### src/rtl/sram_arb_pkg.sv
// Shared definitions for the SRAM port arbiter: Wishbone FSM state encoding,
// byte-lane width and the byte-to-word address width helper.
package sram_arb_pkg;

   localparam int LANE_W     = 8;   // one byte lane
   localparam int LANES      = 4;   // byte lanes per SRAM word
   localparam int BYTE_OFS_W = 2;   // byte offset bits inside a word

   typedef enum logic [2:0] {
      S_IDLE    = 3'd0,
      S_WR_WAIT = 3'd1,
      S_RD_WAIT = 3'd2,
      S_RD_DATA = 3'd3,
      S_ACK     = 3'd4
   } wb_state_e;

   // SRAM word-address width for a given byte-address width
   function automatic int word_aw(input int aw);
      return aw - BYTE_OFS_W;
   endfunction

endpackage

### src/rtl/sram_byte_lane.sv
// Core-side byte/word adaptation: turns byte writes into a one-hot lane write
// of a replicated byte, and picks the requested byte out of the word read
// one cycle after the read strobe.
module sram_byte_lane
   import sram_arb_pkg::*;
#(
   parameter int AW = 10
) (
   input  logic              i_clk,
   input  logic              i_rst,
   input  logic [AW-1:0]     i_waddr,
   input  logic [LANE_W-1:0] i_wdata,
   input  logic [AW-1:0]     i_raddr,
   input  logic              i_ren,
   input  logic [31:0]       i_dout1,
   output logic [3:0]        o_wmask,
   output logic [AW-3:0]     o_waddr,
   output logic [31:0]       o_din,
   output logic [AW-3:0]     o_raddr,
   output logic [LANE_W-1:0] o_rdata
);

   logic [1:0] bsel_q, bsel_d;

   // Address split, lane mask, byte replication and read byte select
   always_comb begin
      o_wmask = 4'b0001 << i_waddr[1:0];
      o_waddr = i_waddr[AW-1:BYTE_OFS_W];
      o_din   = {LANES{i_wdata}};
      o_raddr = i_raddr[AW-1:BYTE_OFS_W];
      bsel_d  = i_ren ? i_raddr[1:0] : bsel_q;
      o_rdata = i_dout1[{bsel_q, 3'b000} +: LANE_W];
   end

   // Remember which byte lane the in-flight read wants
   always_ff @(posedge i_clk or posedge i_rst)
      if (i_rst) bsel_q <= '0;
      else       bsel_q <= bsel_d;

endmodule

### src/rtl/sram_port_arbiter.sv
// Shares a dual-port SRAM (port 0 write, port 1 read) between a byte-wide core
// with absolute priority and a 32-bit Wishbone slave that waits for free slots.
// Optional: define SRAM_ARB_TIMEOUT_EN to abort a Wishbone access with
// o_wb_err once it has waited TIMEOUT cycles; otherwise it waits forever.
module sram_port_arbiter
   import sram_arb_pkg::*;
#(
   parameter int AW      = 10,
   parameter int TIMEOUT = 64
) (
   input  logic          i_clk,
   input  logic          i_rst,
   input  logic [AW-1:0] i_core_waddr,
   input  logic [7:0]    i_core_wdata,
   input  logic          i_core_wen,
   input  logic [AW-1:0] i_core_raddr,
   input  logic          i_core_ren,
   output logic [7:0]    o_core_rdata,
   input  logic [AW-1:0] i_wb_adr,
   input  logic [31:0]   i_wb_dat,
   input  logic [3:0]    i_wb_sel,
   input  logic          i_wb_we,
   input  logic          i_wb_stb,
   output logic [31:0]   o_wb_rdt,
   output logic          o_wb_ack,
   output logic          o_wb_err,
   output logic          o_sram_csb0,
   output logic [3:0]    o_sram_wmask0,
   output logic [AW-3:0] o_sram_addr0,
   output logic [31:0]   o_sram_din0,
   output logic          o_sram_csb1,
   output logic [AW-3:0] o_sram_addr1,
   input  logic [31:0]   i_sram_dout1
);

   localparam int WAW = word_aw(AW);
   localparam int CW  = $clog2(TIMEOUT + 1);

   wb_state_e      state_q, state_d;
   logic           ack_q, ack_d;
   logic           err_q, err_d;
   logic [31:0]    rdt_q, rdt_d;
   logic [CW-1:0]  cnt_q, cnt_d;
   logic           cnt_sat, tmo_hit;
   logic           wb_wr_go, wb_rd_go;
   logic [3:0]     core_wmask;
   logic [WAW-1:0] core_waddr_w, core_raddr_w;
   logic [31:0]    core_din;
   logic           unused_adr;

   assign unused_adr = ^i_wb_adr[1:0];

   sram_byte_lane #(.AW(AW)) u_lane (
      .i_clk   (i_clk),
      .i_rst   (i_rst),
      .i_waddr (i_core_waddr),
      .i_wdata (i_core_wdata),
      .i_raddr (i_core_raddr),
      .i_ren   (i_core_ren),
      .i_dout1 (i_sram_dout1),
      .o_wmask (core_wmask),
      .o_waddr (core_waddr_w),
      .o_din   (core_din),
      .o_raddr (core_raddr_w),
      .o_rdata (o_core_rdata)
   );

`ifdef SRAM_ARB_TIMEOUT_EN
   assign tmo_hit  = (cnt_q == CW'(TIMEOUT));
   assign o_wb_err = err_q;
`else
   logic unused_err;
   assign tmo_hit    = 1'b0;
   assign o_wb_err   = 1'b0;
   assign unused_err = err_q;
`endif

   assign o_wb_ack = ack_q;
   assign o_wb_rdt = rdt_q;

   // Wishbone next-state: issue only into cycles the core leaves free
   always_comb begin
      state_d  = state_q;
      ack_d    = 1'b0;
      err_d    = 1'b0;
      rdt_d    = rdt_q;
      cnt_d    = '0;
      wb_wr_go = 1'b0;
      wb_rd_go = 1'b0;
      cnt_sat  = (cnt_q == CW'(TIMEOUT));
      unique case (state_q)
         S_IDLE, S_WR_WAIT, S_RD_WAIT: begin
            if (!i_wb_stb) begin
               state_d = S_IDLE;
            end else if (i_wb_we) begin
               if (i_wb_sel == 4'd0) begin
                  state_d = S_ACK;                 // nothing to write
                  ack_d   = 1'b1;
               end else if (!i_core_wen) begin
                  wb_wr_go = 1'b1;
                  state_d  = S_ACK;
                  ack_d    = 1'b1;
               end else if (state_q != S_IDLE && tmo_hit) begin
                  state_d = S_ACK;
                  err_d   = 1'b1;
               end else begin
                  state_d = S_WR_WAIT;
                  if (state_q != S_IDLE) cnt_d = cnt_sat ? cnt_q : cnt_q + 1'b1;
               end
            end else begin
               if (!i_core_ren) begin
                  wb_rd_go = 1'b1;
                  state_d  = S_RD_DATA;
               end else if (state_q != S_IDLE && tmo_hit) begin
                  state_d = S_ACK;
                  err_d   = 1'b1;
               end else begin
                  state_d = S_RD_WAIT;
                  if (state_q != S_IDLE) cnt_d = cnt_sat ? cnt_q : cnt_q + 1'b1;
               end
            end
         end
         S_RD_DATA: begin
            rdt_d   = i_sram_dout1;
            state_d = S_ACK;
            ack_d   = 1'b1;
         end
         S_ACK:   state_d = S_IDLE;                // stb deliberately not sampled
         default: state_d = S_IDLE;
      endcase
   end

   // Wishbone FSM state and its registered outputs
   always_ff @(posedge i_clk or posedge i_rst)
      if (i_rst) begin
         state_q <= S_IDLE;
         ack_q   <= 1'b0;
         err_q   <= 1'b0;
         rdt_q   <= '0;
         cnt_q   <= '0;
      end else begin
         state_q <= state_d;
         ack_q   <= ack_d;
         err_q   <= err_d;
         rdt_q   <= rdt_d;
         cnt_q   <= cnt_d;
      end

   // SRAM port steering: core first, Wishbone in the gaps, nothing in reset
   always_comb begin
      o_sram_csb0   = i_rst | ~(i_core_wen | wb_wr_go);
      o_sram_wmask0 = i_core_wen ? core_wmask   : i_wb_sel;
      o_sram_addr0  = i_core_wen ? core_waddr_w : i_wb_adr[AW-1:BYTE_OFS_W];
      o_sram_din0   = i_core_wen ? core_din     : i_wb_dat;
      o_sram_csb1   = i_rst | ~(i_core_ren | wb_rd_go);
      o_sram_addr1  = i_core_ren ? core_raddr_w : i_wb_adr[AW-1:BYTE_OFS_W];
   end

endmodule

### config.mk
export PLATFORM = sky130hd
export DESIGN_NAME = sram_port_arbiter
export DESIGN_NICKNAME = d
export VERILOG_FILES = /design/src/rtl/sram_arb_pkg.sv /design/src/rtl/sram_byte_lane.sv /design/src/rtl/sram_port_arbiter.sv
export SDC_FILE = /design/constraint.sdc
export NUM_CORES = 1
export LEC_CHECK = 0
export BUFFER_PORTS_ARGS = -buffer_cell sky130_fd_sc_hd__buf_2
export CORE_ASPECT_RATIO = 1.5
export CORE_MARGIN = 3
export CORE_UTILIZATION = 38
export CTS_BUF_LIST = sky130_fd_sc_hd__clkbuf_16
export DETAILED_ROUTE_END_ITERATION = 12
export MAX_ROUTING_LAYER = met4
export PLACE_DENSITY = 0.89
export SLEW_MARGIN = 20
export SYNTH_ARGS = -nofsm -noshare
export SYNTH_HDL_FRONTEND = slang
export SYNTH_SLANG_ARGS = --single-unit
### constraint.sdc
create_clock -name i_clk -period 1.8 [get_ports i_clk]
set_clock_uncertainty 0.05 [all_clocks]
set_input_delay 0 -clock i_clk [delete_from_list [all_inputs] [get_ports i_clk]]
set_output_delay 0 -clock i_clk [all_outputs]
set_load 0.01 [all_outputs]
=== Yosys cells after proc, flatten, opt, wreduce, memory -nomap -nowiden ===
Index checks and enable logic that the tools add are counted.

* Bits in writable memories: 0
* Memory bits (read-only): 0
* Bits of input ports: 112
* Logic and storage cells: 41
* Memories: 0
* Register bits after elaboration: 38
* Latch bits: 0
* Output and inout bits: 96

* Add/sub/neg operators: 0
* Equality and inequality tests: 3
* Order comparisons: 0
* Bitwise logic cells: 6
* Muxes and demuxes: 23
* Div/mod/pow operators: 0
* Shift operators: 2
* Reductions and logical operators: 3
* $mul: 0

{| class="wikitable"
|+ Operators with widths
! cell !! number
|-
| 2-to-1 mux 32 bit || 1
|-
| variable part select 32 x 6 -> 8 bit || 1
|-
| 2-to-1 mux 8 bit || 2
|-
| 2-to-1 mux 1 bit || 13
|-
| 2-to-1 mux 3 bit || 4
|-
| equality test 3 x 2 -> 1 bit, second input constant || 2
|-
| case mux 3 bit (2 select lines) || 1
|-
| logical NOT 4 bit || 1
|-
| 2-to-1 mux 4 bit || 1
|-
| bitwise OR 1 bit || 4
|-
| left shift 1 x 2 -> 4 bit, first input constant || 1
|-
| equality test 3 x 1 -> 1 bit, second input constant || 1
|-
| logical NOT 3 bit || 1
|-
| OR reduction 3 bit || 1
|-
| inverter 1 bit || 2
|-
| case mux 1 bit (2 select lines) || 1
|}

=== Longest topological paths before layout ===
Gate-level depths: netlist of run 1.

* Depth after elaboration: 8
* Gate-level depth with buffers: 5
* Mapped depth without buffers: 3

=== By module ===
From an unflattened synthesis of run 1, not the netlist that was laid out.

* Cell total of the unflattened synthesis: 212
* Area total of the unflattened synthesis: 2785.2 sq um

{| class="wikitable"
|+ By module, submodules not included
! module !! sequential area each (sq um) !! cells an instance !! area each (sq um) !! times used
|-
| sram_port_arbiter || 875.8 || 145 || 2129.5 || 1
|-
| sram_byte_lane || 50.0 || 67 || 655.6 || 1
|}

=== Worst setup path after synthesis of run 1 ===
OpenSTA, ideal clock, no wires.

* Path kind: register to register
* From: register, netlist name o_wb_ack
* To: register rdt_q[0] (netlist: o_wb_rdt[0])
* Buffers on the path: 2
* Setup slack: 0.403 ns
* Arrival: 1.222 ns
* Library setup time: 0.125 ns
* Clock period less this slack: 1.397 ns
* Data required time: 1.625 ns
* Cell stages (with the launch flop): 5
* Cell sequence: dfrtp_1 or2_1 buf_6 buf_12 mux2_4

{| class="wikitable"
|+ RTL lines
! item !! RTL line !! text
|-
| to (signal assigned) || sram_port_arbiter.sv:145 || <nowiki>rdt_q <= rdt_d;</nowiki>
|-
| to (decl) || sram_port_arbiter.sv:42 || <nowiki>logic [31:0] rdt_q, rdt_d;</nowiki>
|}

=== Worst setup path after layout of run 1 ===
* From: register u_lane.bsel_q[0]
* To: output o_core_rdata[1]

* Cells in the longest elaborated chain, start to end: 1

{| class="wikitable"
|+ Ends and longest elaborated chain
! item !! RTL line !! text
|-
| from (decl) || sram_byte_lane.sv:23 || <nowiki>logic [1:0] bsel_q, bsel_d;</nowiki>
|-
| from (signal assigned) || sram_byte_lane.sv:38 || <nowiki>else bsel_q <= bsel_d;</nowiki>
|-
| variable part select 32 x 6 -> 8 bit || sram_byte_lane.sv:32 || <nowiki>o_rdata = i_dout1[{bsel_q, 3'b000} +: LANE_W];</nowiki>
|-
| to (decl) || sram_port_arbiter.sv:18 || <nowiki>output logic [7:0] o_core_rdata,</nowiki>
|}

Every way passes these cells.

==> out/qor.txt, run 1 <==
Num rows = 34
Avg Synthesized Cell Area = 11.4 sq um
Multi-input gate area = 0.00118 sq mm
H-tree depth = 2
Vias in the first global route = 2,591
TNS Setup = 0 ps
Final-report setup violation count = 0
Synthesis-to-layout area growth = 66.5%
CP Max Fanout = 9
Crit. End Element = primary output
Number of fill cells = 451
PortBufs = 204
Seq/Total Area, Yosys = 0.393
Synth warnings = 0
Critical Path AT = 1560 ps
WL/cell = 17.3 um
Reg2reg setup slack = 340 ps
DRT Pass-1 Iters = 4
N_diodes = 0
CTS Buf Count = 5
Total core area = 0.00591 sq mm
Starting Density = 0.398
Max Cap Violations = 0
Root Buffer = clkbuf_16
WHS Endpoint = o_wb_ack
Data required, critical path = 1750 ps
Post-Syn Area = 0.00235 sq mm
Dpl hpwl = 6850 um
Post-route clock period utilization = 0.894
Die Y = 102 um
Die area = 0.00720 sq mm
RSZ-0062 raised after global routing = false
Crit start category = flop
Post-synthesis cell type count = 25
Clock sink count = 37
Ranking of synthesized cells by area = dfrtp_1 39%, mux2_4 18%, mux2_2 11%
GRT Total Usage = 0.257
Relative slew slack = 0.582
Hold depth = 4
Routed wire length = 9010 um
Hold WC Path Type = in2reg
Via Count = 2,506
Pwr dens = 879 mW/mm^2
Yosys top cell area share = 0.393
Clock Latency Late Sink = 270 ps
Largest net degree at the start of global routing = 33
Syn Nets = 319
Register Area = 927 sq um
R2R depth = 3
CP Class = reg2out
Leakage = 2.22 nW
Chip width = 70.3 um
Reg-to-Reg End = o_wb_rdt[12]
CTS tree = yes
Global-route wire length before repair = 13,700 um
Final net count = 559
Fin. Hold Viols = 0
Peak supply drop = 0.000479 V
Initial antenna violation count = 0
Tmin final = 1610 ps
IO Pins = 208
Outcome = complete, no violations
Via density = 4.82
Pins Over Slew Limit = 0
Placer Congestion = 0.814
Clock slew seen by the registers of the worst setup and hold paths = 50 ps
Total gr overflow = 0
Max Fclk = 621 MHz
Startpoint of the lowest-slack hold path = i_wb_sel[3]
1st-iter DRT viols = 87
Area leader, netlist = dfrtp_1
Clock buffer depth = 2
Yosys reg bits = 37
Share of cells above drive strength 1 = 0.618
Cell count after synthesis = 207
R2r startpoint = o_wb_ack
DRC = 0
Post-layout util = 0.663
Detail Route Antenna Nets = 0
Slew @ Worst Pin = 622 ps
[sequential cells by signal, indices dropped and copies added, names as in the netlist]
signal / flops
o_wb_ack: 1
o_wb_rdt: 32
state_q: 2
u_lane.bsel_q: 2
[kinds of logic (layout without fill, tap and decap cells)]
family | count (synthesis) | count (layout) | synth area share
and+or+nand+nor | 21 | 21 | 0.0462
muxes | 59 | 59 | 0.367
other | 1 | 1 | 0.00159
buffers and inverters | 50 | 291 | 0.107
DFF | 37 | 37 | 0.393
AOI/OAI and AO/OA | 39 | 39 | 0.0855
[cells in the final DEF, fill, tap and decap left out]
cell type,n
buf_4,4
buf_12,1
mux2_4,29
nor4bb_1,1
nand4b_1,1
nor2b_1,1
o22ai_1,2
o21ai_0,36
or2_2,1
nand2_1,12
buf_2,204
clkinv_2,2
mux2_2,22
mux4_2,8
dfrtp_2,1
dlygate4sd3_1,38
nor4_1,1
nor2_1,1
dfrtp_1,36
nand3b_1,1
nand3_1,1
conb_1,1
and4b_1,1
o31a_1,1
clkbuf_16,5
inv_1,37
[critical path: stages, from the launching register on]
cell	delay [ps]
dfrtp_2	560
mux4_2	570
buf_2	160
[final cells by class]
class,instances,area share
clock buffers,5,0.0319
clock inverters,3,0.00351
flip-flops and latches,37,0.237
inverters,36,0.0345
well taps,72,0.0230
multi-input cells,120,0.300
repair buffers,247,0.370
[routing by layer]
metal  part of all wire  global-route usage
met5                  0                   -
met1               0.40               0.320
met3              0.087              0.0364
met2               0.50               0.442
met4              0.012              0.0605
[power breakdown]
group	internal [mW]	switching, mW
logic	0.780	0.602
clock network	0.502	0.314
registers	1.08	0.167
[stage by stage]
| step | area, sq um | worst slack (ps) | hold WS, ps | cells | power, mW |
|---|---|---|---|---|---|
| global route | 3920 | 134 | 90.9 | 520 | 3.62 |
| floorplan | 2350 | 403 | 30.8 | 207 | 1.94 |
| detailed placement | 3400 | 263 | 0.972 | 474 | 2.55 |
| CTS | 3920 | 164 | 69.8 | 520 | 3.45 |
| finish | 3920 | 190 | 72.9 | 520 | 3.45 |
| global placement | 3400 | 274 | -3.13 | 474 | 2.50 |
[cell usage after synthesis]
cell type / n
buf_12: 3
nand4b_1: 1
nand3b_1: 1
mux4_2: 8
mux2_4: 29
o31a_1: 1
inv_1: 36
nor2_1: 1
o22ai_1: 2
clkbuf_1: 4
nand2_1: 12
buf_6: 1
and4b_1: 1
buf_4: 1
mux2_2: 22
o21ai_0: 36
dfrtp_1: 37
nor4_1: 1
or2_1: 1
nor4bb_1: 1
conb_1: 1
nor2b_1: 1
nand3_1: 1
buf_2: 3
buf_1: 2
[worst max-delay path by stage]
stage                           startpoint              end  cells after the start
after global placement    u_lane.bsel_q[0]  o_core_rdata[0]                      2
after global routing      u_lane.bsel_q[0]  o_core_rdata[0]                      2
after detailed placement  u_lane.bsel_q[0]  o_core_rdata[0]                      2
after CTS                 u_lane.bsel_q[0]  o_core_rdata[0]                      2
after floorplan                   o_wb_ack      o_wb_rdt[0]                      4
final                     u_lane.bsel_q[0]  o_core_rdata[1]                      2
[what timing repair did]
item	CTS	global route
endpoints found under the setup margin	3	0
hold buffers	38	0
buffers inserted	0	0
gates resized for setup	1	0
hold endpoints to repair	54	0
No activity file was read; power rests on OpenSTA's default activity.
==> inputs of run 2 (changes only) <==
- clock period: 1.8 -> 1.5 ns (I/O delays scaled with it)
==> run 2 against run 1 <==
The flow now finishes with violations (negative setup slack). Core utilization rose by 1.3 points. Hold slack improved by 72 ps. Sequential share of layout area down 0.47 points. Clock power up 19%. Global-route usage rose by 0.13 points. Combinational power rose by 24%.
==> out/qor.txt, run 2 (synthesis gave the netlist of run 1 again) <==
Beginning of the critical path = u_lane.bsel_q[0]
CTS tree = yes
Share of cells above drive strength 1 = 0.624 (+0.00614)
Global-route wire length before repair = 13,700 um (-0.20%)
Clock Latency Late Sink = 270 ps (about the same)
RSZ-0062 raised after global routing = true
GRT Total Usage = 0.258 (+0.00133)
Tmin final = 1550 ps
Outcome = finished, violations left
Vias in the first global route = 2,603 (+0.46%)
Reg2reg setup slack = 60 ps (-280 ps)
CP Class = reg2out
Final cell count without fillers = 522 (+0.38%)
DRC = 0 (unchanged)
DRT Pass-1 Iters = 4 (unchanged)
Chip width = 70.3 um (unchanged)
Placer Congestion = 0.847 (+4.1%)
Clock buffer depth = 2 (unchanged)
Total core area = 0.00591 sq mm (unchanged)
Crit start category = flop
Num rows = 34 (unchanged)
1st-iter DRT viols = 102 (+17%)
R2r startpoint = o_wb_ack
Clock slew seen by the registers of the worst setup and hold paths = 50 ps (about the same)
Clock sink count = 37 (unchanged)
Die area = 0.00720 sq mm (unchanged)
Most frequent cells in the layout = 201 x buf_2, 37 x inv_1, 37 x dlygate4sd3_1, 36 x o21ai_0, 36 x dfrtp_1
CP Max Fanout = 7 (-2)
Placed Instance Area = 0.00345 sq mm (+1.5%)
Placed insts = 476 (+0.42%)
Cell area after layout = 0.00400 sq mm (+2.0%)
Detail Route Antenna Nets = 0 (unchanged)
IO Pins = 208 (unchanged)
Initial antenna violation count = 0 (unchanged)
Max Cap Violations = 0 (unchanged)
Commonest non-fill, non-tap cell in the layout = buf_2
Number of fill cells = 419 (-7.1%)
WL/cell = 17.4 um (+0.22%)
Via density = 4.88 (+1.2%)
Largest net degree at the start of global routing = 59 (+79%)
Multi-input gate area = 0.00118 sq mm (+0.53%)
Hold WS = 145 ps (+72.1 ps)
Final net count = 561 (+0.36%)
Final worst slack = -53.6 ps (-244 ps)
Dpl hpwl = 7020 um (+2.5%)
Max reg flops = 32 (unchanged)
Post-route clock period utilization = 1.04
Placement Setup Slack = 74.4 ps (-189 ps)
Startpoint of the lowest-slack hold path = i_core_ren
Max Fclk = 644 MHz
Routed wire length = 9070 um (+0.61%)
Pwr dens = 1040 mW/mm^2 (+18%)
Failing checks = negative setup slack
WHS Endpoint = u_lane.bsel_q[0]
Pins Over Slew Limit = 0 (unchanged)
PortBufs = 204 (unchanged)
H-tree depth = 2 (unchanged)
Starting Density = 0.398 (unchanged)
Fin. Hold Viols = 0 (unchanged)
Peak supply drop = 0.000431 V (-10%)
Register Area = 927 sq um (unchanged)
Hold depth = 2 (-2)
Die Y = 102 um (unchanged)
Crit. End Element = primary output
Hold WC Path Type = in2reg
Reg-to-Reg End = o_wb_rdt[4]
Via Count = 2,545 (+1.6%)
R2R depth = 3 (unchanged)
Final-report setup violation count = 7 (+7)
CTS Buf Count = 5 (unchanged)
TNS Setup = -189 ps (-189 ps)
Total gr overflow = 0 (unchanged)
Root Buffer = clkbuf_16
Synthesis-to-layout area growth = 69.8%
N_diodes = 0 (unchanged)
Critical Path AT = 1500 ps (-60 ps)
Leakage = 2.26 nW (+1.5%)
Data required, critical path = 1450 ps (-300 ps)
## run 2: routing by layer
metal | track usage | part of all wire | vias to the layer above | wire [um]
met4 | 0.0885 | 0.019 | 0 | 176
met5 | - | 0 | - | 0
met2 | 0.428 | 0.49 | 169 | 4420
met1 | 0.315 | 0.40 | 1172 | 3590
li1 | - | - | 1189 | -
met3 | 0.0502 | 0.097 | 15 | 882
## run 2: area by class of cell
class                   count  share of cell area
repair buffers            249               0.381
multi-input cells         120               0.296
flip-flops and latches     37               0.232
inverters                  36              0.0338
clock buffers               5              0.0313
well taps                  72              0.0225
clock inverters             3             0.00344
## run 2: per-stage QoR
stage           util  total power [mW]
2_1_floorplan      -              2.33
3_3_place_gp   0.584              3.02
3_5_place_dp   0.584              3.08
4_1_cts        0.672              4.15
5_1_grt        0.676              4.38
6_report       0.676              4.16
## run 2: worst max path at each step
stage and to:
6_report o_core_rdata[1], 5_1_grt o_core_rdata[1], 4_1_cts o_core_rdata[0], 3_5_place_dp o_wb_rdt[30], 3_3_place_gp o_wb_rdt[23], 2_1_floorplan o_wb_rdt[0]
## run 2: worst max-delay path, stage by stage, from the launching register on
cell and delay (ps):
dfrtp_1 390, buf_12 160, mux4_2 520, buf_2 160
## run 2: timing repair
action | 4_1_cts | 5_1_grt
hold buffers | 37 | 0
gates resized for setup | 2 | 6
setup endpoints to repair | 7 | 9
hold endpoints to repair | 73 | 0
buffers inserted | 1 | 0
## run 2: where the power goes
part           leakage [nW]  switching (mW)  internal, mW
clock                0.0748           0.368         0.602
combinational          1.75           0.737         0.969
sequential            0.435           0.186          1.30
